[src/rtl/shift_reg_univ.sv]
`default_nettype none
// ============================================================================
// Module   : shift_reg_univ
// Brief    : Universal shift register driven by push-button requests. Each
//            button is synchronised and edge-detected, so one press runs one
//            operation: load, parallel snapshot, logical shift, rotate, or
//            a serial burst of the register contents.
// Revision : 1.0 - initial release
// ============================================================================
module shift_reg_univ #(
  parameter int WIDTH     = 16,  // register width, 2..64
  parameter int MSB_FIRST = 0    // 0: bit 0 leaves first, 1: bit WIDTH-1 first
) (
  input  logic             clk,
  input  logic             _rst,
  input  logic [WIDTH-1:0] D,
  input  logic             ser_in,
  input  logic [6:0]       btn,
  output logic [WIDTH-1:0] Q_par,
  output logic             Q_pos,
  output logic             busy,
  output logic             done,
  output logic             err
);

  // --------------------------------------------------------------------------
  // Constants
  // --------------------------------------------------------------------------
  localparam int c_CNT_W = (WIDTH > 1) ? $clog2(WIDTH) : 1;
  localparam logic [c_CNT_W-1:0] c_CNT_LAST = c_CNT_W'(WIDTH - 1);

  // Button bit positions
  localparam int c_OP_LOAD    = 0;
  localparam int c_OP_OUT_PAR = 1;
  localparam int c_OP_OUT_POS = 2;
  localparam int c_OP_SHL     = 3;
  localparam int c_OP_SHR     = 4;
  localparam int c_OP_ROTL    = 5;
  localparam int c_OP_ROTR    = 6;

  typedef enum logic [1:0] {
    ST_IDLE = 2'd0,
    ST_SEND = 2'd1,
    ST_DONE = 2'd2
  } state_t;

  // --------------------------------------------------------------------------
  // Signals
  // --------------------------------------------------------------------------
  logic [6:0]         r_sync1;
  logic [6:0]         r_sync2;
  logic [6:0]         r_prev;
  logic [6:0]         w_req;
  logic               w_any;
  logic               w_multi;
  logic               w_lone;

  state_t             r_state;
  state_t             w_state_nxt;

  logic [WIDTH-1:0]   r_reg;
  logic [WIDTH-1:0]   w_reg_nxt;
  logic [WIDTH-1:0]   r_qpar;
  logic [WIDTH-1:0]   w_qpar_nxt;
  logic [WIDTH-1:0]   r_s;
  logic [WIDTH-1:0]   w_s_nxt;
  logic [WIDTH-1:0]   w_s_shifted;
  logic               w_out_bit;
  logic [c_CNT_W-1:0] r_cnt;
  logic [c_CNT_W-1:0] w_cnt_nxt;
  logic               r_err;
  logic               w_err_nxt;

  // --------------------------------------------------------------------------
  // Button synchronisation and rising-edge detection
  // --------------------------------------------------------------------------
  // Two-flop synchroniser followed by a previous-value flop per button.
  always_ff @(posedge clk or negedge _rst) begin
    if (!_rst) begin
      r_sync1 <= '0;
      r_sync2 <= '0;
      r_prev  <= '0;
    end else begin
      r_sync1 <= btn;
      r_sync2 <= r_sync1;
      r_prev  <= r_sync2;
    end
  end

  // A request is the first synchronised-high cycle of a press. Clearing the
  // lowest set bit leaves something only when two or more requests coincide.
  assign w_req   = r_sync2 & ~r_prev;
  assign w_any   = |w_req;
  assign w_multi = |(w_req & (w_req - 7'd1));
  assign w_lone  = w_any & ~w_multi;

  // --------------------------------------------------------------------------
  // Serial output ordering
  // --------------------------------------------------------------------------
  generate
    if (MSB_FIRST != 0) begin : g_msb_first
      assign w_out_bit   = r_s[WIDTH-1];
      assign w_s_shifted = {r_s[WIDTH-2:0], 1'b0};
    end else begin : g_lsb_first
      assign w_out_bit   = r_s[0];
      assign w_s_shifted = {1'b0, r_s[WIDTH-1:1]};
    end
  endgenerate

  // --------------------------------------------------------------------------
  // Burst state machine
  // --------------------------------------------------------------------------
  // State register.
  always_ff @(posedge clk or negedge _rst) begin
    if (!_rst) begin
      r_state <= ST_IDLE;
    end else begin
      r_state <= w_state_nxt;
    end
  end

  // Next state: a lone out_pos request starts a burst of WIDTH cycles, then
  // a single DONE cycle before returning to IDLE.
  always_comb begin
    w_state_nxt = r_state;
    case (r_state)
      ST_IDLE: begin
        if (w_lone && w_req[c_OP_OUT_POS]) begin
          w_state_nxt = ST_SEND;
        end
      end
      ST_SEND: begin
        if (r_cnt == c_CNT_LAST) begin
          w_state_nxt = ST_DONE;
        end
      end
      ST_DONE: begin
        w_state_nxt = ST_IDLE;
      end
      default: begin
        w_state_nxt = ST_IDLE;
      end
    endcase
  end

  // --------------------------------------------------------------------------
  // Datapath next-value logic
  // --------------------------------------------------------------------------
  // Operations run only in IDLE with exactly one request; anything else that
  // arrives is rejected with an err pulse. The burst works on its own copy S
  // so the working register R is never disturbed by serialisation.
  always_comb begin
    w_reg_nxt  = r_reg;
    w_qpar_nxt = r_qpar;
    w_s_nxt    = r_s;
    w_cnt_nxt  = r_cnt;
    w_err_nxt  = 1'b0;

    if (r_state == ST_SEND) begin
      w_s_nxt = w_s_shifted;
      if (r_cnt != c_CNT_LAST) begin
        w_cnt_nxt = r_cnt + c_CNT_W'(1);
      end
    end

    if (r_state != ST_IDLE) begin
      w_err_nxt = w_any;
    end else if (w_multi) begin
      w_err_nxt = 1'b1;
    end else if (w_lone) begin
      if (w_req[c_OP_LOAD]) begin
        w_reg_nxt = D;
      end
      if (w_req[c_OP_OUT_PAR]) begin
        w_qpar_nxt = r_reg;
      end
      if (w_req[c_OP_OUT_POS]) begin
        w_s_nxt   = r_reg;
        w_cnt_nxt = '0;
      end
      if (w_req[c_OP_SHL]) begin
        w_reg_nxt = {r_reg[WIDTH-2:0], ser_in};
      end
      if (w_req[c_OP_SHR]) begin
        w_reg_nxt = {ser_in, r_reg[WIDTH-1:1]};
      end
      if (w_req[c_OP_ROTL]) begin
        w_reg_nxt = {r_reg[WIDTH-2:0], r_reg[WIDTH-1]};
      end
      if (w_req[c_OP_ROTR]) begin
        w_reg_nxt = {r_reg[0], r_reg[WIDTH-1:1]};
      end
    end
  end

  // Datapath registers.
  always_ff @(posedge clk or negedge _rst) begin
    if (!_rst) begin
      r_reg  <= '0;
      r_qpar <= '0;
      r_s    <= '0;
      r_cnt  <= '0;
      r_err  <= 1'b0;
    end else begin
      r_reg  <= w_reg_nxt;
      r_qpar <= w_qpar_nxt;
      r_s    <= w_s_nxt;
      r_cnt  <= w_cnt_nxt;
      r_err  <= w_err_nxt;
    end
  end

  // --------------------------------------------------------------------------
  // Outputs: decoded from registered state only
  // --------------------------------------------------------------------------
  assign busy  = (r_state == ST_SEND);
  assign done  = (r_state == ST_DONE);
  assign Q_pos = busy & w_out_bit;
  assign Q_par = r_qpar;
  assign err   = r_err;

endmodule
`default_nettype wire

[config.mk]
export PLATFORM = sky130hd
export DESIGN_NAME = shift_reg_univ
export DESIGN_NICKNAME = d
export VERILOG_FILES = /design/src/rtl/shift_reg_univ.sv
export SDC_FILE = /design/constraint.sdc
export NUM_CORES = 1
export LEC_CHECK = 0
export BUFFER_PORTS_ARGS = -buffer_cell sky130_fd_sc_hd__buf_2
export CORE_UTILIZATION = 57
export DETAILED_ROUTE_END_ITERATION = 12
export PLACE_DENSITY_LB_ADDON = 0.12
export SLEW_MARGIN = 20
export SYNTH_ARGS = -nofsm -noshare
export SYNTH_HDL_FRONTEND = slang
export SYNTH_SLANG_ARGS = --single-unit
[constraint.sdc]
create_clock -name clk -period 2.3 [get_ports clk]
set_input_delay 0.46 -clock clk [delete_from_list [all_inputs] [get_ports clk]]
set_output_delay 0.46 -clock clk [all_outputs]
set_load 0.005 [all_outputs]
==> run metrics <==
CTS tree=built; worst hold path class=input pin to flop; post-CTS setup buffers=0; DR vias/cell=5.67; critical path cell sequence=nand2b_1, o21ai_0, and2_0, a222oi_1, mux2i_1; startpoint types=flop; vias in the first global route=2158; syn_area_per_cell=12.7 sq um; Clock Power Share=23.2%; Via Count=2205; # hold bufs at CTS=0; CTS Sinks=76; chip height=78.3 um; initial core utilization=59.6%; register bit total from synthesis=76; DRC errors left=0; Routed WL=6050 um; Post-Synthesis Cells=262; first-pass GRT wire length=10300 um; Hold WS=0.217 ns; Post-DRT Antenna Nets=0; critical path class=flop to flop; CP required=2.56 ns; Layout area overhead=14.7%; Final HPWL DP=4040 um; PostCTS Resize Cnt=0; Routed WL per cell=15.6 um; core area=0.00557 sq mm; cell family with most CP delay=simple AND/OR/NAND/NOR gates; gpl congestion=0.861; Clock Skews=0.00493 ns; Max Freq=0.513 GHz; IO Pins=46; Die Wd=78.3 um; top-area cell type share of the netlist area=57.3%; Seq/Total Area, Yosys=57.3%; WP buf/inv=0; Final Max Tran Viols=0; Area contributors post-synth=dfrtp_1 57%, mux2i_1 9.0%, mux2_4 4.5%; syn_nets=289; Clock Latency Late Sink=0.34 ns; crit path time final=1.95 ns; Sw Pwr=1.42 mW; CP Data Arrival Time=2.21 ns; Sequential Power Share=49.2%; Reg area=0.00190 sq mm; Max VDD drop=0.696 mV; max cap viols=0; Inserted Diodes=0; DRT iter0 DRCs=228; Logic pwr share=27.6%; crit end category=flop; async set-reset flop share out of synthesis=100%; RSZ-0062 raised after global routing=no; outcome=finished clean; PD cells=1140 mW/mm^2; Worst Tran Pin Value=0.917 ns; Synth Flop Type=dfrtp_1; clock root buffer=clkbuf_8; CTS clock-pin slew for the worst setup and hold paths=0.08 ns; Leak Pwr=1.90 nW; most frequent cells in the layout=76 x dfrtp_1, 44 x buf_2, 30 x mux2i_1; H-tree depth=3; Internal=2.92 mW; sw frac=32.7%; Critical-path top delay cell=and2_0; Yosys cell types=41; Synthesis Warnings=0; IO buf count=45; Syn Std Cell Area=0.00332 sq mm; filler instances=419; Rows=27; Total Routing Usage GR=22.2%; Final nets=339; Post-synth EDFFs=0; First-pass DRT Iterations=6; grt total ovfl=0; critical path fanouts, max=14; final setup fails=0; commonest non-fill, non-tap cell in the layout=dfrtp_1; cts bufs inserted=9; CP peak stage delay=0.65 ns; headroom to the max-slew limit=38.9%; area of the multi-input gates=0.00130 sq mm; Setup TNS Final=0 ns; Max Buffers Root-to-Sink=2; antenna violations before repair=0; crit share post-route=84.7%; area leader, netlist=dfrtp_1; final hold vios=0; die area=0.00613 sq mm; largest net degree at the start of global routing=77; layout cells sized above 1=30.3%
==> worst register-to-register path: cells and delay by family (launching register included) <==
kind | cells | cell delay [ns]
muxes | 1 | 0.19
DFF | 1 | 0.38
and+or+nand+nor | 2 | 0.86
AOI/OAI and AO/OA | 2 | 0.44
==> power by group through the flow <==
stage               Sequential [mW]  Clock (mW)  Combinational [mW]
floorplan                      2.06           0               0.871
global placement               2.15           0                1.16
detailed placement             2.16           0                1.20
CTS                            2.14        1.03                1.20
global route                   2.20        1.09                1.35
finish                         2.14        1.01                1.20
==> area by class of cell <==
| type | count | share of cell area, % |
|---|---|---|
| sequential | 76 | 49.9 |
| multi-input combinational | 160 | 34.0 |
| timing repair buffer | 50 | 6.96 |
| clock buffer | 9 | 3.25 |
| tap | 72 | 2.37 |
| clock inverter | 7 | 1.97 |
| inverter | 15 | 1.48 |
==> stage by stage <==
stage / power (mW) / utilization [%] / setup WS, ns / cell area (sq um) / cells
2_1_floorplan: 2.93 / - / 0.573 / 3320 / 262
3_3_place_gp: 3.32 / 64.8 / 0.425 / 3610 / 373
3_5_place_dp: 3.36 / 64.8 / 0.380 / 3610 / 373
4_1_cts: 4.37 / 68.3 / 0.364 / 3810 / 389
5_1_grt: 4.64 / 68.3 / 0.169 / 3810 / 389
6_report: 4.34 / 68.3 / 0.351 / 3810 / 389
==> path summary, 6_finish.rpt <==
check                      slack [ns]  cells past startpoint        from          to
hold reg to reg                  0.35                      0  r_sync1[3]  r_sync2[3]
min in group asynchronous        0.24                      1        _rst  r_sync2[2]
setup / recovery                 0.35                      5   r_prev[3]   r_reg[13]
setup reg to reg                 0.35                      5   r_prev[3]   r_reg[13]
hold / removal                   0.22                      1      btn[2]  r_sync1[2]
max in group asynchronous        1.46                      1        _rst   Q_par[14]
==> layer usage <==
metal | routed length (um) | track usage (%)
met1 | 2950 | 34.3
met2 | 2670 | 30.1
met3 | 318 | 4.53
met4 | 116 | 10.2
met5 | 0 | 0
==> synthesized netlist by cell type, types with 2 or more instances <==
cell type,number
clkbuf_1,4
o22ai_1,2
buf_6,2
nand4_1,2
mux2_4,10
a21oi_1,4
mux2i_1,30
nand2b_1,9
a222oi_1,14
nor2b_1,4
dfrtp_1,76
and2b_4,3
o21ai_0,22
nor2_1,6
buf_2,4
nand3_1,3
inv_1,14
mux2_2,9
nor3_1,3
nand2_1,20
==> cells by family (layout without fill, tap and decap cells) <==
family / count (synthesis) / after routing / share of synthesized area (%)
buffers and inverters: 26 / 81 / 3.66
DFF: 76 / 76 / 57.3
and+or+nand+nor: 60 / 60 / 11.1
xor gates and xnor gates: 1 / 1 / 0.264
muxes: 49 / 49 / 16.6
AOI/OAI and AO/OA: 49 / 49 / 10.7
adders and majority gates: 1 / 1 / 0.377
Note: power is estimated with default switching activity, not from simulation.
